==> src/rtl/pipeline_stage_reg.sv <==
// Valid/ready pipeline register between two core stages.
// Optional 2-entry skid buffer keeps in_ready purely registered.
module pipeline_stage_reg #(
  parameter int DATA_W  = 160,
  parameter int CTRL_W  = 24,
  parameter int SKID_EN = 1,
  parameter int CNT_W   = 16
) (
  input  logic              clk,
  input  logic              rst,
  input  logic              flush,
  input  logic              in_valid,
  output logic              in_ready,
  input  logic [DATA_W-1:0] in_data,
  input  logic [CTRL_W-1:0] in_ctrl,
  output logic              out_valid,
  input  logic              out_ready,
  output logic [DATA_W-1:0] out_data,
  output logic [CTRL_W-1:0] out_ctrl,
  output logic [CNT_W-1:0]  starve_cnt
);

  typedef enum logic [1:0] {
    EMPTY = 2'd0,
    ONE   = 2'd1,
    TWO   = 2'd2
  } state_e;

  state_e            state_q, state_d;
  logic [DATA_W-1:0] main_data_q, main_data_d;
  logic [CTRL_W-1:0] main_ctrl_q, main_ctrl_d;
  logic [DATA_W-1:0] skid_data_q, skid_data_d;
  logic [CTRL_W-1:0] skid_ctrl_q, skid_ctrl_d;
  logic [CNT_W-1:0]  cnt_q, cnt_d;
  logic              push;
  logic              pop;
  logic              starve;

  assign out_valid  = (state_q != EMPTY);
  assign out_data   = main_data_q;
  assign out_ctrl   = out_valid ? main_ctrl_q : '0;
  assign starve_cnt = cnt_q;

  // Skid mode: ready depends only on state, never on out_ready
  assign in_ready = (SKID_EN != 0) ? (state_q != TWO)
                                   : (!out_valid || out_ready);

  assign push   = in_valid && in_ready;
  assign pop    = out_valid && out_ready;
  assign starve = !out_valid && out_ready;

  always_comb begin
    state_d     = state_q;
    main_data_d = main_data_q;
    main_ctrl_d = main_ctrl_q;
    skid_data_d = skid_data_q;
    skid_ctrl_d = skid_ctrl_q;
    if (flush) begin
      state_d = EMPTY;
    end else begin
      unique case (state_q)
        EMPTY: begin
          if (push) begin
            state_d     = ONE;
            main_data_d = in_data;
            main_ctrl_d = in_ctrl;
          end
        end
        ONE: begin
          if (push && pop) begin
            main_data_d = in_data;
            main_ctrl_d = in_ctrl;
          end else if (push) begin
            if (SKID_EN != 0) begin
              state_d     = TWO;
              skid_data_d = in_data;
              skid_ctrl_d = in_ctrl;
            end
          end else if (pop) begin
            state_d = EMPTY;
          end
        end
        TWO: begin
          if (pop) begin
            state_d     = ONE;
            main_data_d = skid_data_q;
            main_ctrl_d = skid_ctrl_q;
          end
        end
        default: state_d = EMPTY;
      endcase
    end
  end

  // Saturating count of cycles downstream sat idle
  always_comb begin
    cnt_d = cnt_q;
    if (starve && (cnt_q != '1)) begin
      cnt_d = cnt_q + CNT_W'(1);
    end
  end

  always_ff @(posedge clk) begin
    if (rst) begin
      state_q     <= EMPTY;
      main_data_q <= '0;
      main_ctrl_q <= '0;
      skid_data_q <= '0;
      skid_ctrl_q <= '0;
      cnt_q       <= '0;
    end else begin
      state_q     <= state_d;
      main_data_q <= main_data_d;
      main_ctrl_q <= main_ctrl_d;
      skid_data_q <= skid_data_d;
      skid_ctrl_q <= skid_ctrl_d;
      cnt_q       <= cnt_d;
    end
  end

endmodule

==> config.mk <==
export PLATFORM = sky130hd
export DESIGN_NAME = pipeline_stage_reg
export DESIGN_NICKNAME = d
export VERILOG_FILES = /design/src/rtl/pipeline_stage_reg.sv
export SDC_FILE = /design/constraint.sdc
export NUM_CORES = 1
export LEC_CHECK = 0
export BUFFER_PORTS_ARGS = -buffer_cell sky130_fd_sc_hd__clkbuf_2
export CAP_MARGIN = 20
export CORE_MARGIN = 2
export CORE_UTILIZATION = 30
export DETAILED_ROUTE_END_ITERATION = 10
export PLACE_DENSITY = 0.51
export SYNTH_ARGS = -nofsm -noshare
export SYNTH_HDL_FRONTEND = slang
export SYNTH_SLANG_ARGS = --single-unit
==> constraint.sdc <==
create_clock -name clk -period 3.63 [get_ports clk]
set_input_delay 1.089 -clock clk [delete_from_list [all_inputs] [get_ports clk]]
set_output_delay 1.089 -clock clk [all_outputs]
set_load 0.02 [all_outputs]
==> summary.txt, run 1 <==
Status: complete, no violations
Clk pin slew, worst setup/hold paths: 0.05 ns
Yosys cell types: 39
Lkg Pwr: 8.79 nW
Sequential area share after synthesis: 48.0%
Yosys top cell area share: 48.0%
Clk Latency, worst-skew pair: 0.57 ns
Max-cap violations: 0
Ys Warns: 0
Area growth from synthesis to layout: 25.2%
Die area: 55500 um^2
Cell area power density: 511 nW/um^2
Sink Count: 386
Hold Path Stages: 2
Placed Area: 18600 um^2
Pre-antenna DRT Iters: 5
Critical path class: reg -> out
Initial Utilization: 30.5%
Fin crit share: 81.6%
Worst setup SP type: register
Wirelength per Cell: 17.6 um
Largest net degree at the start of global routing: 114
Vias per inst: 5.05
Number of enable flip-flop cells after synthesis: 0
Highest Clock Rate: 337 MHz
Levels on crit path: 4
Number of global-route vias before repair: 13686
Worst slew pin tran: 1.01 ns
Fraction of layout instances using a drive strength above 1: 24.7%
Fillers: 5377
Detailed Route Iter0 Violations: 830
Area of the multi-input gates: 7450 um^2
Clock tree buffer depth: 3
Area occupied by registers: 7730 um^2
Util after Layout: 38.2%
All-Layer GR Usage: 17.3%
Relative slew slack: 32.7%
Worst min path class: reg -> reg
Root buffer cell: clkbuf_16
H-tree depth: 2
Num CTS Buffers: 46
Syn Nets: 1987
Final min period: 2.96 ns
Slowest cell delay on critical path: 0.57 ns
Vias post-DR: 14264
Crit-path max FO: 25
CP max stage cell: dfxtp_1
Top FF cell, synth: dfxtp_1
Clock Skew: 0.0246 ns
Remaining DRCs: 0
#FFs+latches synth: 386
Worst reg2reg path depth: 4
Crit end category: primary output
RSZ-0062 raised after global routing: no
Antenna violations before repair: 8
Antenna Violating Nets Remaining: 0
Synth cell count leaders: 386 x dfxtp_1, 380 x a21oi_1, 375 x nand2_1
CTS resizes: 0
Grt ovf: 0
Cell Area, Synth: 16100 um^2
FFs w/ async S/R, synth: 0%
Yosys top cell by area: dfxtp_1
Most common cell in the netlist: dfxtp_1
CTS tree: done
Worst EP required: 2.54 ns
Delay-heaviest family, CP: flip-flops
Endpoints failing setup: 0
Final slew viol count: 0
Final Instance Area: 20100 um^2
Global-route wire length before repair: 78400 um
Final GP Congestion: 0.795
IO Pins: 391
Peak supply drop: 0.307 mV
Cells after DPL: 2736
Mapped Cells: 1797
DP Wirelength: 31900 um
Mean Syn Cell Area: 8.95 um^2
Worst EP arrival: 1.87 ns
Nets: 2286
Worst path cell trace: nor2_2 -> buf_4 -> nor2b_1 -> clkbuf_2
Core area: 52800 um^2
Die Span X: 236 um
Setup bufs post-CTS: 0
Routed wire length: 49800 um
Synth area leaders: dfxtp_1 48%, a21oi_1 12%, mux2i_1 12%
Final cell count without fillers: 2824
Setup_tns: 0 ns
Bufs and invs on worst path: 2
Die Y: 236 um
Rows: 84
IO buf count: 390
Final hold violations: 0
Cts hold-fix bufs: 0
Hold Slack: 0.451 ns
[worst reg2reg max path: cells and delay by family (launching register included)]
family	cells	cell delay (ns)
AO/OA/AOI/OAI	1	0.31
buffers and inverters	1	0.54
multiplexers	1	0.53
flip-flops	1	0.52
AND/OR/NAND/NOR	1	0.28
[logic make-up after synthesis]
family,Yosys count,synth area share [%]
buf+inv,192,5.80
simple gates,447,11.6
mux,187,11.6
fa+ha+maj,1,0.0778
xor+xnor,2,0.109
flops,386,48.0
compound gates,582,22.7
[final cells by class]
cell class | instances | share of cell area (%)
clock inverter | 14 | 0.863
timing repair buffer | 440 | 12.5
antenna | 8 | 0.0994
multi-input combinational | 1219 | 37.0
sequential | 386 | 38.4
inverter | 3 | 0.0932
tap | 688 | 4.27
clock buffer | 66 | 6.84
[report_power, final]
part / internal (mW) / total, mW / switching, mW / leakage (nW)
Combinational: 0.405 / 1.11 / 0.710 / 4.88
Sequential: 4.41 / 4.51 / 0.0977 / 3.15
Clock: 2.84 / 4.68 / 1.84 / 0.768
[flip-flops by register name (all words and copies together) (netlist names)]
register     cells
skid_ctrl_q     24
skid_data_q    160
starve_cnt      16
out_data       160
state_q          2
main_ctrl_q     24
[routing by layer]
layer	up-vias	routed length (um)	track usage, %
met3	81	3370	4.51
li1	7111	-	-
met4	0	1400	7.03
met2	385	23500	28.2
met1	6687	21500	21.8
met5	-	0	0
[final timing paths]
path,from,endpoint,slack [ns]
setup / recovery,state_q[1],out_ctrl[20],0.67
hold / removal,skid_data_q[123],skid_data_q[123],0.45
setup reg to reg,state_q[0],out_data[64],1.36
hold reg to reg,skid_data_q[123],skid_data_q[123],0.45
[layout by cell type, fill, tap and decap left out, types with 4 or more instances in the layout]
cell and count:
a21oi_1 380, a311oi_1 184, buf_12 14, buf_4 36, clkbuf_1 6, clkbuf_16 47
clkbuf_2 389, clkbuf_8 13, clkinv_2 7, dfxtp_1 386, diode_2 8, mux2i_1 186
nand2_1 375, nand3_1 7, nand4_1 4, nor2_1 5, nor2b_1 27, o21ai_0 9
or3_1 10
[metrics by stage]
stage	power [mW]	worst slack, ns
after floorplan	5.26	1.34
after global placement	5.70	0.821
after detailed placement	5.72	0.792
after CTS	10.5	0.614
after global routing	10.7	0.556
final	10.3	0.667
Power figures use the tool's default switching activity.
==> run 2: changes to the inputs <==
PLACE_DENSITY = 0.53   (was 0.51)
clock period = 2.35 ns   (was 3.63 ns; I/O delays follow)
==> run 2 against run 1 <==
  * Sequential share of layout area decreased by 0.36 points
  * Count of clock-buffer cells in the layout decreased by 3
  * Worst hold slack got worse by 0.080 ns
  * First-iteration DRC count increased by 18%
  * Combinational power rose by 59%
  * Highest routed layer is now met5
  * Global-route usage down 0.29 points
  * Die area unchanged
==> summary.txt, run 2 (synthesis results as in run 1) <==
Setup_tns: 0 ns
CTS tree: done
Antenna violations before repair: 8
IO Pins: 391
Cell area power density: 771 nW/um^2
Initial Utilization: 30.5%
Worst EP arrival: 1.56 ns
Largest net degree at the start of global routing: 78
Number of global-route vias before repair: 13411
Commonest non-fill, non-tap cell in the layout: clkbuf_2
Num CTS Buffers: 45
Routed wire length: 50100 um
Final min period: 2.27 ns
IO buf count: 390
Final slew viol count: 0
Die area: 55500 um^2
Comb power frac: 11.3%
Global-route wire length before repair: 76800 um
Fraction of layout instances using a drive strength above 1: 25.2%
Nets: 2289
Die Span X: 236 um
Hold Slack: 0.371 ns
H-tree depth: 2
Crit-path max FO: 25
Highest Clock Rate: 441 MHz
Worst EP required: 1.64 ns
Lkg Pwr: 8.87 nW
Clock Skew: 0.0110 ns
Worst min path class: in -> reg
Vias per inst: 5.08
Most frequent cells in the layout: 387 x clkbuf_2, 385 x dfxtp_1, 380 x a21oi_1, 375 x nand2_1, 186 x mux2i_1
Clock network power share: 44.3%
Core area: 52800 um^2
Detailed Route Iter0 Violations: 980
Net Sw Power: 4.10 mW
Switching share of total power: 26.2%
Antenna Violating Nets Remaining: 0
Grt ovf: 0
Status: complete, no violations
Max-cap violations: 0
Crit end category: primary output
All-Layer GR Usage: 17.0%
Vias post-DR: 14369
Die Y: 236 um
Root buffer cell: clkbuf_16
Rows: 84
Clock tree buffer depth: 3
Peak supply drop: 0.495 mV
Util after Layout: 38.6%
Critical path class: reg -> out
Sink Count: 386
Final GP Congestion: 0.771
Total chip power: 15.7 mW
Fin crit share: 96.6%
Share of power burned in registers: 44.4%
Wirelength per Cell: 17.7 um
Pre-antenna DRT Iters: 5
Endpoints failing setup: 0
Clk pin slew, worst setup/hold paths: 0.06 ns
Worst slew pin tran: 0.560 ns
Final hold violations: 0
RSZ-0062 raised after global routing: no
Internal: 11.6 mW
Worst setup SP type: register
Relative slew slack: 62.7%
Clk Latency, worst-skew pair: 0.56 ns
DP Wirelength: 32900 um
Remaining DRCs: 0
Area growth from synthesis to layout: 26.5%
Cts hold-fix bufs: 0
Setup bufs post-CTS: 0
run 2: what timing repair did:
item | CTS | global route
pin swaps | 0 | 0
endpoints found under the setup margin | 26 | 20
resized for setup | 6 | 5
hold endpoints to repair | 0 | 0
run 2: per-layer routing:
metal  up-vias  track usage, %  share of wire, %
met3        76            4.68               6.6
met2       370            27.4                47
met1      6797            22.0                44
met5         -               0             0.064
met4         6            5.52               2.3
li1       7120               -                 -
run 2: layout make-up:
type                    count  area, um^2
well taps                 688         861
inverters                   3        18.8
fillers                  5318       32400
diodes                      5        12.5
repair buffers            444        2780
flip-flops and latches    386        7730
clock inverters            20         176
multi-input cells        1219        7460
clock buffers              63        1300
run 2: worst max-delay path, stage by stage, from the launching register on:
cell and delay, ns:
dfxtp_4 0.40, nor2_2 0.06, buf_12 0.17, nor2b_1 0.17, clkbuf_2 0.19
run 2: worst paths after layout:
check / startpoint / to / slack, ns / cells after the start
max: state_q[0] / out_ctrl[9] / 0.08 / 4
min: in_data[85] / skid_data_q[85] / 0.37 / 3
max reg2reg: starve_cnt[11] / starve_cnt[15] / 0.40 / 4
min reg2reg: skid_ctrl_q[12] / skid_ctrl_q[12] / 0.45 / 2
run 2: power groups by stage:
stage / Sequential (mW) / Clock, mW / Combinational [mW]
after floorplan: 7.31 / 0 / 0.819
after global placement: 7.10 / 0 / 1.75
after detailed placement: 7.10 / 0 / 1.78
after CTS: 6.96 / 7.20 / 1.78
after global routing: 6.98 / 7.48 / 1.92
final: 6.96 / 6.96 / 1.77
run 2: per-stage QoR:
step / std cells / worst slack, ns / area [um^2]
6_report: 2828 / 0.0809 / 20300
5_1_grt: 2827 / 0.00420 / 20300
4_1_cts: 2823 / 0.000332 / 20300
3_5_place_dp: 2740 / 0.0993 / 18800
3_3_place_gp: 2740 / 0.154 / 18800
2_1_floorplan: 1797 / 0.445 / 16100
==> run 3: changes to the inputs <==
CAP_MARGIN = 10   (was 20)
CELL_PAD_IN_SITES_DETAIL_PLACEMENT = 0   (was default)
CELL_PAD_IN_SITES_GLOBAL_PLACEMENT = 1   (was default)
PLACE_DENSITY = 0.66   (was 0.53)
==> run 3 against run 2 <==
  * Die area unchanged
  * Combinational power is essentially flat
  * Critical path depth did not move
  * Global-route usage up 0.092 points
  * Fmax is 0.90% higher
  * Sequential cell count unchanged
  * Largest cell class unchanged
  * Final cell count grew 0.11%
  * Sequential share of layout area shrank 0.20 points
  * Worst hold slack better by 0.0043 ns
  * Sequential power barely moved
==> summary.txt, run 3 (synthesis results as in run 1) <==
Status: complete, no violations
Net Sw Power: 4.05 mW
Final min period: 2.25 ns
Global-route wire length before repair: 77100 um
All-Layer GR Usage: 17.1%
Setup bufs post-CTS: 0
Dpl ws: 0.0956 ns
Switching share of total power: 25.4%
Relative slew slack: 51.0%
Final GP Congestion: 0.755
Antenna Violating Nets Remaining: 0
Commonest non-fill, non-tap cell in the layout: clkbuf_2
Lkg Pwr: 8.92 nW
Detailed Route Iter0 Violations: 738
Worst hold endpoint: skid_data_q[80]
Cts hold-fix bufs: 0
Share of power burned in registers: 43.8%
Grt ovf: 0
Cell area power density: 778 nW/um^2
Number of global-route vias before repair: 13390
Remaining DRCs: 0
Worst reg2reg path depth: 5
Worst setup SP type: register
Rows: 84
Clock network power share: 45.0%
Clk pin slew, worst setup/hold paths: 0.06 ns
Fillers: 5378
Crit-path max FO: 25
Final cell count without fillers: 2831
Area of the multi-input gates: 7470 um^2
Most frequent cells in the layout: 389 x clkbuf_2, 385 x dfxtp_1, 380 x a21oi_1, 375 x nand2_1, 186 x mux2i_1
Fin crit share: 95.7%
Clock tree buffer depth: 3
Wirelength per Cell: 17.5 um
Largest net degree at the start of global routing: 115
RSZ-0062 raised after global routing: no
Vias post-DR: 14220
Critical path class: reg -> out
Endpoints failing setup: 0
FF-to-FF Start: starve_cnt[0]
Comb power frac: 11.2%
Nets: 2300
Final WS setup: 0.101 ns
Die Span X: 236 um
Hold Path Stages: 3
Num CTS Buffers: 45
Crit end category: primary output
Die area: 55500 um^2
IO Pins: 391
IO buf count: 390
Internal: 11.9 mW
Initial Utilization: 30.5%
Worst EP required: 1.64 ns
Peak supply drop: 0.475 mV
Highest Clock Rate: 445 MHz
FF-to-FF setup slack: 0.42 ns
Min-delay src: in_data[80]
CP startpoint: state_q[0]
Hold Slack: 0.376 ns
Area growth from synthesis to layout: 27.2%
H-tree depth: 2
Total chip power: 15.9 mW
Worst EP arrival: 1.54 ns
Max-cap violations: 0
Setup_tns: 0 ns
Placed Area: 18900 um^2
Util after Layout: 38.8%
Pre-antenna DRT Iters: 6
Final slew viol count: 0
Core area: 52800 um^2
Worst min path class: in -> reg
Cells after DPL: 2751
DP Wirelength: 33100 um
CTS tree: done
Fraction of layout instances using a drive strength above 1: 25.4%
Final Instance Area: 20500 um^2
Vias per inst: 5.02
Clk Latency, worst-skew pair: 0.56 ns
Area occupied by registers: 7730 um^2
Clock Skew: 0.0133 ns
Routed wire length: 49500 um
Antenna violations before repair: 3
Die Y: 236 um
Reg2reg end: starve_cnt[1]
Final hold violations: 0
Sink Count: 386
Root buffer cell: clkbuf_16
Worst slew pin tran: 0.735 ns
## run 3: changes by cell type in the layout (fill, tap and decap cells not counted), moves of 2 or more
cell and delta:
clkinvlp_4 +2, bufinv_16 +3, clkinv_2 -7, clkbuf_1 +2, clkbuf_2 +2, diode_2 -4, buf_4 +11, buf_2 -2
## run 3: routing by layer
| metal | GRT usage [%] | part of all wire [%] |
|---|---|---|
| met5 | 0 | 0.055 |
| met4 | 5.58 | 2.6 |
| met3 | 4.57 | 6.4 |
| met2 | 28.9 | 48 |
| met1 | 21.1 | 43 |
## run 3: worst max path at each step
stage / to
floorplan: skid_data_q[100]
global placement: skid_data_q[66]
detailed placement: out_data[98]
CTS: out_ctrl[10]
global route: out_ctrl[5]
finish: out_ctrl[5]
## run 3: power groups by stage
stage / Sequential (mW) / Clock, mW / Combinational (mW)
3_3_place_gp: 7.10 / 0 / 1.77
3_5_place_dp: 7.10 / 0 / 1.79
5_1_grt: 6.99 / 7.64 / 1.95
6_report: 6.96 / 7.16 / 1.78
2_1_floorplan: 7.31 / 0 / 0.819
4_1_cts: 6.96 / 7.39 / 1.80
## run 3: cell type report
type | count | area share [%]
multi-input cells | 1219 | 36.5
diodes | 1 | 0.0122
inverters | 3 | 0.0917
flip-flops and latches | 386 | 37.8
clock inverters | 15 | 1.06
well taps | 688 | 4.21
clock buffers | 64 | 6.34
repair buffers | 455 | 14.0
## run 3: timing repair
| action | 4_1_cts | 5_1_grt |
|---|---|---|
| gates resized for setup | 7 | 3 |
| endpoints found under the setup margin | 26 | 10 |
| hold endpoints to repair | 0 | 0 |
| gates cloned | 0 | 0 |
## run 3: worst max-delay path, cell delays in order, from the launching register on
cell and delay (ns):
dfxtp_4 0.40, nor2_2 0.06, buf_12 0.15, nor2b_1 0.17, clkbuf_2 0.19
